<file path="config.mk">
export PLATFORM = sky130hd
export DESIGN_NAME = lut_sigmoid
export DESIGN_NICKNAME = d
export VERILOG_FILES = /design/src/rtl/lut_sigmoid.sv
export SDC_FILE = /design/constraint.sdc
export NUM_CORES = 1
export LEC_CHECK = 0
export ABC_AREA = 1
export CORE_ASPECT_RATIO = 0.7
export CORE_MARGIN = 2
export CORE_UTILIZATION = 39
export CTS_BUF_LIST = sky130_fd_sc_hd__clkbuf_4 sky130_fd_sc_hd__clkbuf_8
export DETAILED_ROUTE_END_ITERATION = 6
export PLACE_DENSITY_LB_ADDON = 0.25
export SLEW_MARGIN = 40
export SYNTH_ARGS = -nofsm -noshare
export SYNTH_HDL_FRONTEND = slang
export SYNTH_SLANG_ARGS = --single-unit
export TNS_END_PERCENT = 5
</file>
<file path="constraint.sdc">
create_clock -name clk -period 1.4 [get_ports clk]
set_input_delay 0.28 -clock clk [delete_from_list [all_inputs] [get_ports clk]]
set_output_delay 0.28 -clock clk [all_outputs]
set_load 0.02 [all_outputs]
</file>
<file path="src/rtl/lut_sigmoid.sv">
// ---------------------------------------------------------------------------
// lut_sigmoid
//
// Sigmoid activation by constant lookup. The signed Q4.4 pre-activation
// selects one of 256 precomputed entries, round_half_up(256/(1+e^-v)) with
// v = x/16. The result is registered and presented as unsigned Q8.8.
// Nothing is computed at run time.
//
// Ports
//   clk  : in  1  - sole clock, rising-edge
//   rst  : in  1  - synchronous active-high reset, clears sig to 0x0000
//   en   : in  1  - lookup enable; when low sig holds its value
//   x    : in  8  - pre-activation, two's-complement Q4.4
//   sig  : out 16 - sigmoid(x), unsigned Q8.8, range 0x0000..0x0100
//
// Latency is one cycle. Throughput is one lookup per cycle. sig is driven
// directly by a flop.
// ---------------------------------------------------------------------------
module lut_sigmoid (
    input  logic        clk,
    input  logic        rst,
    input  logic        en,
    input  logic [7:0]  x,
    output logic [15:0] sig
);

    logic [15:0] w_entry;
    logic [15:0] r_sig;

    // Table contents, listed by raw code. Codes 0x00..0x7F are v = 0..7.9375.
    // Codes 0x80..0xFF are v = -8.0..-0.0625. Each negative entry is
    // 256 minus its positive mirror. 1.0 is kept as 0x0100 rather than
    // saturated, so the table stays exactly symmetric about 0x0080.
    always_comb begin
        w_entry = 16'd0;
        case (x)
            8'h00: w_entry = 16'd128;
            8'h01: w_entry = 16'd132;
            8'h02: w_entry = 16'd136;
            8'h03: w_entry = 16'd140;
            8'h04: w_entry = 16'd144;
            8'h05: w_entry = 16'd148;
            8'h06: w_entry = 16'd152;
            8'h07: w_entry = 16'd156;
            8'h08: w_entry = 16'd159;
            8'h09: w_entry = 16'd163;
            8'h0A: w_entry = 16'd167;
            8'h0B: w_entry = 16'd170;
            8'h0C: w_entry = 16'd174;
            8'h0D: w_entry = 16'd177;
            8'h0E: w_entry = 16'd181;
            8'h0F: w_entry = 16'd184;
            8'h10: w_entry = 16'd187;
            8'h11: w_entry = 16'd190;
            8'h12: w_entry = 16'd193;
            8'h13: w_entry = 16'd196;
            8'h14: w_entry = 16'd199;
            8'h15: w_entry = 16'd202;
            8'h16: w_entry = 16'd204;
            8'h17: w_entry = 16'd207;
            8'h18: w_entry = 16'd209;
            8'h19: w_entry = 16'd212;
            8'h1A: w_entry = 16'd214;
            8'h1B: w_entry = 16'd216;
            8'h1C: w_entry = 16'd218;
            8'h1D: w_entry = 16'd220;
            8'h1E: w_entry = 16'd222;
            8'h1F: w_entry = 16'd224;
            8'h20: w_entry = 16'd225;
            8'h21: w_entry = 16'd227;
            8'h22: w_entry = 16'd229;
            8'h23: w_entry = 16'd230;
            8'h24: w_entry = 16'd232;
            8'h25: w_entry = 16'd233;
            8'h26: w_entry = 16'd234;
            8'h27: w_entry = 16'd235;
            8'h28: w_entry = 16'd237;
            8'h29: w_entry = 16'd238;
            8'h2A: w_entry = 16'd239;
            8'h2B: w_entry = 16'd240;
            8'h2C: w_entry = 16'd241;
            8'h2D: w_entry = 16'd241;
            8'h2E: w_entry = 16'd242;
            8'h2F: w_entry = 16'd243;
            8'h30: w_entry = 16'd244;
            8'h31: w_entry = 16'd245;
            8'h32: w_entry = 16'd245;
            8'h33: w_entry = 16'd246;
            8'h34: w_entry = 16'd246;
            8'h35: w_entry = 16'd247;
            8'h36: w_entry = 16'd248;
            8'h37: w_entry = 16'd248;
            8'h38: w_entry = 16'd248;
            8'h39: w_entry = 16'd249;
            8'h3A: w_entry = 16'd249;
            8'h3B: w_entry = 16'd250;
            8'h3C: w_entry = 16'd250;
            8'h3D: w_entry = 16'd250;
            8'h3E: w_entry = 16'd251;
            8'h3F: w_entry = 16'd251;
            8'h40: w_entry = 16'd251;
            8'h41: w_entry = 16'd252;
            8'h42: w_entry = 16'd252;
            8'h43: w_entry = 16'd252;
            8'h44: w_entry = 16'd252;
            8'h45: w_entry = 16'd253;
            8'h46: w_entry = 16'd253;
            8'h47: w_entry = 16'd253;
            8'h48: w_entry = 16'd253;
            8'h49: w_entry = 16'd253;
            8'h4A: w_entry = 16'd254;
            8'h4B: w_entry = 16'd254;
            8'h4C: w_entry = 16'd254;
            8'h4D: w_entry = 16'd254;
            8'h4E: w_entry = 16'd254;
            8'h4F: w_entry = 16'd254;
            8'h50: w_entry = 16'd254;
            8'h51: w_entry = 16'd254;
            8'h52: w_entry = 16'd254;
            8'h53: w_entry = 16'd255;
            8'h54: w_entry = 16'd255;
            8'h55: w_entry = 16'd255;
            8'h56: w_entry = 16'd255;
            8'h57: w_entry = 16'd255;
            8'h58: w_entry = 16'd255;
            8'h59: w_entry = 16'd255;
            8'h5A: w_entry = 16'd255;
            8'h5B: w_entry = 16'd255;
            8'h5C: w_entry = 16'd255;
            8'h5D: w_entry = 16'd255;
            8'h5E: w_entry = 16'd255;
            8'h5F: w_entry = 16'd255;
            8'h60: w_entry = 16'd255;
            8'h61: w_entry = 16'd255;
            8'h62: w_entry = 16'd255;
            8'h63: w_entry = 16'd255;
            8'h64: w_entry = 16'd256;
            8'h65: w_entry = 16'd256;
            8'h66: w_entry = 16'd256;
            8'h67: w_entry = 16'd256;
            8'h68: w_entry = 16'd256;
            8'h69: w_entry = 16'd256;
            8'h6A: w_entry = 16'd256;
            8'h6B: w_entry = 16'd256;
            8'h6C: w_entry = 16'd256;
            8'h6D: w_entry = 16'd256;
            8'h6E: w_entry = 16'd256;
            8'h6F: w_entry = 16'd256;
            8'h70: w_entry = 16'd256;
            8'h71: w_entry = 16'd256;
            8'h72: w_entry = 16'd256;
            8'h73: w_entry = 16'd256;
            8'h74: w_entry = 16'd256;
            8'h75: w_entry = 16'd256;
            8'h76: w_entry = 16'd256;
            8'h77: w_entry = 16'd256;
            8'h78: w_entry = 16'd256;
            8'h79: w_entry = 16'd256;
            8'h7A: w_entry = 16'd256;
            8'h7B: w_entry = 16'd256;
            8'h7C: w_entry = 16'd256;
            8'h7D: w_entry = 16'd256;
            8'h7E: w_entry = 16'd256;
            8'h7F: w_entry = 16'd256;
            8'h80: w_entry = 16'd0;
            8'h81: w_entry = 16'd0;
            8'h82: w_entry = 16'd0;
            8'h83: w_entry = 16'd0;
            8'h84: w_entry = 16'd0;
            8'h85: w_entry = 16'd0;
            8'h86: w_entry = 16'd0;
            8'h87: w_entry = 16'd0;
            8'h88: w_entry = 16'd0;
            8'h89: w_entry = 16'd0;
            8'h8A: w_entry = 16'd0;
            8'h8B: w_entry = 16'd0;
            8'h8C: w_entry = 16'd0;
            8'h8D: w_entry = 16'd0;
            8'h8E: w_entry = 16'd0;
            8'h8F: w_entry = 16'd0;
            8'h90: w_entry = 16'd0;
            8'h91: w_entry = 16'd0;
            8'h92: w_entry = 16'd0;
            8'h93: w_entry = 16'd0;
            8'h94: w_entry = 16'd0;
            8'h95: w_entry = 16'd0;
            8'h96: w_entry = 16'd0;
            8'h97: w_entry = 16'd0;
            8'h98: w_entry = 16'd0;
            8'h99: w_entry = 16'd0;
            8'h9A: w_entry = 16'd0;
            8'h9B: w_entry = 16'd0;
            8'h9C: w_entry = 16'd0;
            8'h9D: w_entry = 16'd1;
            8'h9E: w_entry = 16'd1;
            8'h9F: w_entry = 16'd1;
            8'hA0: w_entry = 16'd1;
            8'hA1: w_entry = 16'd1;
            8'hA2: w_entry = 16'd1;
            8'hA3: w_entry = 16'd1;
            8'hA4: w_entry = 16'd1;
            8'hA5: w_entry = 16'd1;
            8'hA6: w_entry = 16'd1;
            8'hA7: w_entry = 16'd1;
            8'hA8: w_entry = 16'd1;
            8'hA9: w_entry = 16'd1;
            8'hAA: w_entry = 16'd1;
            8'hAB: w_entry = 16'd1;
            8'hAC: w_entry = 16'd1;
            8'hAD: w_entry = 16'd1;
            8'hAE: w_entry = 16'd2;
            8'hAF: w_entry = 16'd2;
            8'hB0: w_entry = 16'd2;
            8'hB1: w_entry = 16'd2;
            8'hB2: w_entry = 16'd2;
            8'hB3: w_entry = 16'd2;
            8'hB4: w_entry = 16'd2;
            8'hB5: w_entry = 16'd2;
            8'hB6: w_entry = 16'd2;
            8'hB7: w_entry = 16'd3;
            8'hB8: w_entry = 16'd3;
            8'hB9: w_entry = 16'd3;
            8'hBA: w_entry = 16'd3;
            8'hBB: w_entry = 16'd3;
            8'hBC: w_entry = 16'd4;
            8'hBD: w_entry = 16'd4;
            8'hBE: w_entry = 16'd4;
            8'hBF: w_entry = 16'd4;
            8'hC0: w_entry = 16'd5;
            8'hC1: w_entry = 16'd5;
            8'hC2: w_entry = 16'd5;
            8'hC3: w_entry = 16'd6;
            8'hC4: w_entry = 16'd6;
            8'hC5: w_entry = 16'd6;
            8'hC6: w_entry = 16'd7;
            8'hC7: w_entry = 16'd7;
            8'hC8: w_entry = 16'd8;
            8'hC9: w_entry = 16'd8;
            8'hCA: w_entry = 16'd8;
            8'hCB: w_entry = 16'd9;
            8'hCC: w_entry = 16'd10;
            8'hCD: w_entry = 16'd10;
            8'hCE: w_entry = 16'd11;
            8'hCF: w_entry = 16'd11;
            8'hD0: w_entry = 16'd12;
            8'hD1: w_entry = 16'd13;
            8'hD2: w_entry = 16'd14;
            8'hD3: w_entry = 16'd15;
            8'hD4: w_entry = 16'd15;
            8'hD5: w_entry = 16'd16;
            8'hD6: w_entry = 16'd17;
            8'hD7: w_entry = 16'd18;
            8'hD8: w_entry = 16'd19;
            8'hD9: w_entry = 16'd21;
            8'hDA: w_entry = 16'd22;
            8'hDB: w_entry = 16'd23;
            8'hDC: w_entry = 16'd24;
            8'hDD: w_entry = 16'd26;
            8'hDE: w_entry = 16'd27;
            8'hDF: w_entry = 16'd29;
            8'hE0: w_entry = 16'd31;
            8'hE1: w_entry = 16'd32;
            8'hE2: w_entry = 16'd34;
            8'hE3: w_entry = 16'd36;
            8'hE4: w_entry = 16'd38;
            8'hE5: w_entry = 16'd40;
            8'hE6: w_entry = 16'd42;
            8'hE7: w_entry = 16'd44;
            8'hE8: w_entry = 16'd47;
            8'hE9: w_entry = 16'd49;
            8'hEA: w_entry = 16'd52;
            8'hEB: w_entry = 16'd54;
            8'hEC: w_entry = 16'd57;
            8'hED: w_entry = 16'd60;
            8'hEE: w_entry = 16'd63;
            8'hEF: w_entry = 16'd66;
            8'hF0: w_entry = 16'd69;
            8'hF1: w_entry = 16'd72;
            8'hF2: w_entry = 16'd75;
            8'hF3: w_entry = 16'd79;
            8'hF4: w_entry = 16'd82;
            8'hF5: w_entry = 16'd86;
            8'hF6: w_entry = 16'd89;
            8'hF7: w_entry = 16'd93;
            8'hF8: w_entry = 16'd97;
            8'hF9: w_entry = 16'd100;
            8'hFA: w_entry = 16'd104;
            8'hFB: w_entry = 16'd108;
            8'hFC: w_entry = 16'd112;
            8'hFD: w_entry = 16'd116;
            8'hFE: w_entry = 16'd120;
            8'hFF: w_entry = 16'd124;
        endcase
    end

    // Reset has priority over enable. With en low the register holds.
    always_ff @(posedge clk) begin
        if (rst) begin
            r_sig <= 16'h0000;
        end else if (en) begin
            r_sig <= w_entry;
        end
    end

    assign sig = r_sig;

endmodule

</file>
==> summary.md <==
| Metric | Value |
|---|---|
| CP startpoint kind | `input port` |
| Final hold viol count | `0` |
| R2r endpoint | `sig[2]$_SDFFE_PP0P_` |
| YS warnings | `0` |
| Inst Count DP | `427` |
| Hold crit path type | `reg2reg` |
| Initial antenna violation count | `0` |
| WL final | `6.471 mm` |
| Synth unique cells | `31` |
| Seq cells post-synth | `9` |
| Post-synthesis xor/xnor area fraction | `0%` |
| # IOs | `27` |
| Post-layout minimum cycle time | `1.341 ns` |
| Clock slew at reported path FFs | `0.04 ns` |
| Die Y | `58.55 µm` |
| Die ar. | `4797 µm²` |
| Total GRT Usage | `27.67%` |
| Pwr Density | `540.4 nW/µm²` |
| Max reg flops | `9` |
| Root Buffer | `clkbuf_8` |
| DR iter-0 viols | `285` |
| Hold path depth | `2` |
| # port buffers | `19` |
| Core footprint | `3994 µm²` |
| DR vias/cell | `5.373` |
| Worst Setup Path Type | `in2reg` |
| RSZ-0062 raised after global routing | `true` |
| Hold_sp | `sig[7]$_SDFFE_PP0P_` |
| First-pass GRT wire length | `10.15 mm` |
| CP Max Fanout | `5` |
| Post-Synthesis Cells | `310` |
| Nets | `406` |
| Status | `complete, no violations` |
| Congestion Overflow GR | `0` |
| Placer Congestion | `1.027` |
| Row count | `19` |
| Sw frac | `41.05%` |
| Synth Area in Compound Gates | `18.11%` |
| CP arrival | `1.46 ns` |
| Fmax | `745.8 MHz` |
| Pleak | `1.314 nW` |
| Antenna Nets Post-Route | `0` |
| Register area share after synthesis | `10.87%` |
| Max clock buf depth | `2` |
| CTS Buf Count | `3` |
| Maxcap violations | `0` |
| Internal | `0.0007940 W` |
| Filler instances | `392` |
| Hold Buf Count CTS | `0` |
| Die extent in x | `81.93 µm` |
| Share of the synthesized area in the top cell type | `24.45%` |
| Post-Layout Cell Count | `434` |
| Synth Area in Adders | `9.057%` |
| Combinational Power Share | `54.6%` |
| Setup-failing EPs final | `0` |
| VDD IR max | `406.6 µV` |
| Core Util, Final | `62.41%` |
| Reg2reg setup slack | `0.63 ns` |
| Area grow syn2layout | `50.34%` |
| Starting Density | `41.51%` |
| Vias in the first global route | `2067` |
| CP Capture Type | `flop` |
| Ant. Diodes | `0` |
| Clock Power Share | `24.6%` |
| Top area cells in the synthesized netlist | `nand2_1, dfxtp_1, nand3_1` |
| Wire length per cell | `14.91 µm` |
| TritonCTS clock tree | `built` |
| Dominant combinational cell family by area after synthesis | `simple AND/OR/NAND/NOR gates` |
| Mapped Avg Cell Area | `5.348 µm²` |
| Syn Std Cell Area | `1658 µm²` |
| Post-synthesis mux area share | `0%` |
| Tcrit/Tclk final | `95.77%` |
| H-tree Lvls | `1` |
| Hold path endpoint | `sig[7]$_SDFFE_PP0P_` |
| RR Startpoint | `sig[2]$_SDFFE_PP0P_` |
| DR vias | `2332` |
| Flop pwr share | `20.9%` |
| Clk_lat worst skew | `0.24 ns` |
| Clk_skew | `0 ns` |
| Cell taking the most area after synthesis | `nand2_1` |
| Pins Over Slew Limit | `0` |
| Detailed placement HPWL | `5.109 mm` |
| Critical Path RT | `1.52 ns` |
| Drt drc | `0` |
| FF-to-FF path depth | `4` |
| Largest net degree at the start of global routing | `13` |
| Clock tree sinks | `9` |
| DRT Pass-1 Iters | `5` |
| Sw power | `0.0005529 W` |
| Simple-gate share of the synthesized area | `46.64%` |
| Layout cell share with drive strength beyond 1 | `30.89%` |
## synthesized netlist by cell type, drive strengths merged
cell,number
o21ai,21
nand4,4
a21oi,24
a31oi,3
dfxtp,9
o22ai,1
and3,1
a21boi,1
nor2,32
a31o,1
clkbuf,5
o211ai,1
buf,15
nand2,111
ha,12
nand3,32
a22oi,1
conb,1
a32oi,1
inv,33
nor3,1
## layer usage
metal  track usage (%)  up-vias  part of all wire, %
met3             6.135        4                   12
met5                 0        -                    0
met2             39.95      149                   42
li1                  -     1130                    -
met4            0.7143        0                 0.17
met1             43.79     1049                   46
## power by group through the flow
stage / combinational, W / sequential, W / clock [W]
floorplan: 0.000353 / 0.000307 / 0
CTS: 0.000667 / 0.000281 / 0.000337
global route: 0.000796 / 0.000282 / 0.000348
global placement: 0.000651 / 0.000286 / 0
detailed placement: 0.000653 / 0.000286 / 0
finish: 0.000735 / 0.000281 / 0.000331
## cell usage in the layout (no fill, tap or decap), types with 7 or more instances in the layout
cell type / n
nand2_1: 100
a21oi_2: 8
a21oi_1: 16
nor2_1: 22
nand2_2: 8
dfxtp_1: 9
buf_4: 56
dlygate4sd2_1: 11
nand3_1: 31
conb_1: 7
buf_6: 7
inv_1: 24
o21ai_1: 8
o21ai_0: 13
## how the worst max path moves through the flow
stage               startpoint             endpoint  slack, ns  depth (start not counted)
finish                    x[1]  sig[1]$_SDFFE_PP0P_       0.06                         12
global route              x[0]  sig[0]$_SDFFE_PP0P_     -0.009                         13
CTS                       x[0]  sig[1]$_SDFFE_PP0P_      -0.05                         13
global placement          x[1]  sig[3]$_SDFFE_PP0P_      -0.73                         11
detailed placement        x[1]  sig[3]$_SDFFE_PP0P_      -0.73                         11
floorplan                 x[2]  sig[1]$_SDFFE_PP0P_      0.007                         11
## metrics by stage
stage	hold slack [ns]	TNS (ns)	setup WS, ns	instance area [µm²]	power, W
final	0.4640	0	0.05920	2492	0.001347
after global routing	0.4823	-0.01833	-0.008531	2492	0.001425
after floorplan	0.3491	0	0.007183	1680	0.0006594
after global placement	0.4519	-5.764	-0.7319	2260	0.0009368
after detailed placement	0.4644	-5.601	-0.7253	2260	0.0009389
after CTS	0.4648	-0.1328	-0.04784	2367	0.001285
## timing repair
action,in CTS,in global routing
setup buffers,1,1
setup endpoints to repair,18,8
gates cloned,0,1
gates resized for setup,46,48
pin swaps,3,3
## worst max-delay path, stage by stage
cell     delay [ns]
buf_6          0.10
inv_4          0.05
buf_6          0.12
ha_1           0.28
nand3_1        0.08
nand2_1        0.05
inv_1          0.04
nand2_1        0.05
nand2_2        0.09
nand3_2        0.08
a21oi_2        0.16
a21oi_2        0.07
## cell families (layout without fill, tap and decap cells)
group           after synthesis  in the layout
fa+ha+maj                    12             12
flops                         9              9
simple gates                181            181
buf+inv                      53            119
other cells                   1              7
compound gates               54             54
## cell type report
type	instances	area, µm²	area share (%)
clock buffer	4	48.80	1.958
inverter	33	131.4	5.271
sequential	9	180.2	7.229
timing repair buffer	82	683.2	27.41
multi-input combinational	254	1384	55.52
tap	52	65.06	2.610
Note: power is estimated with default switching activity, not from simulation.
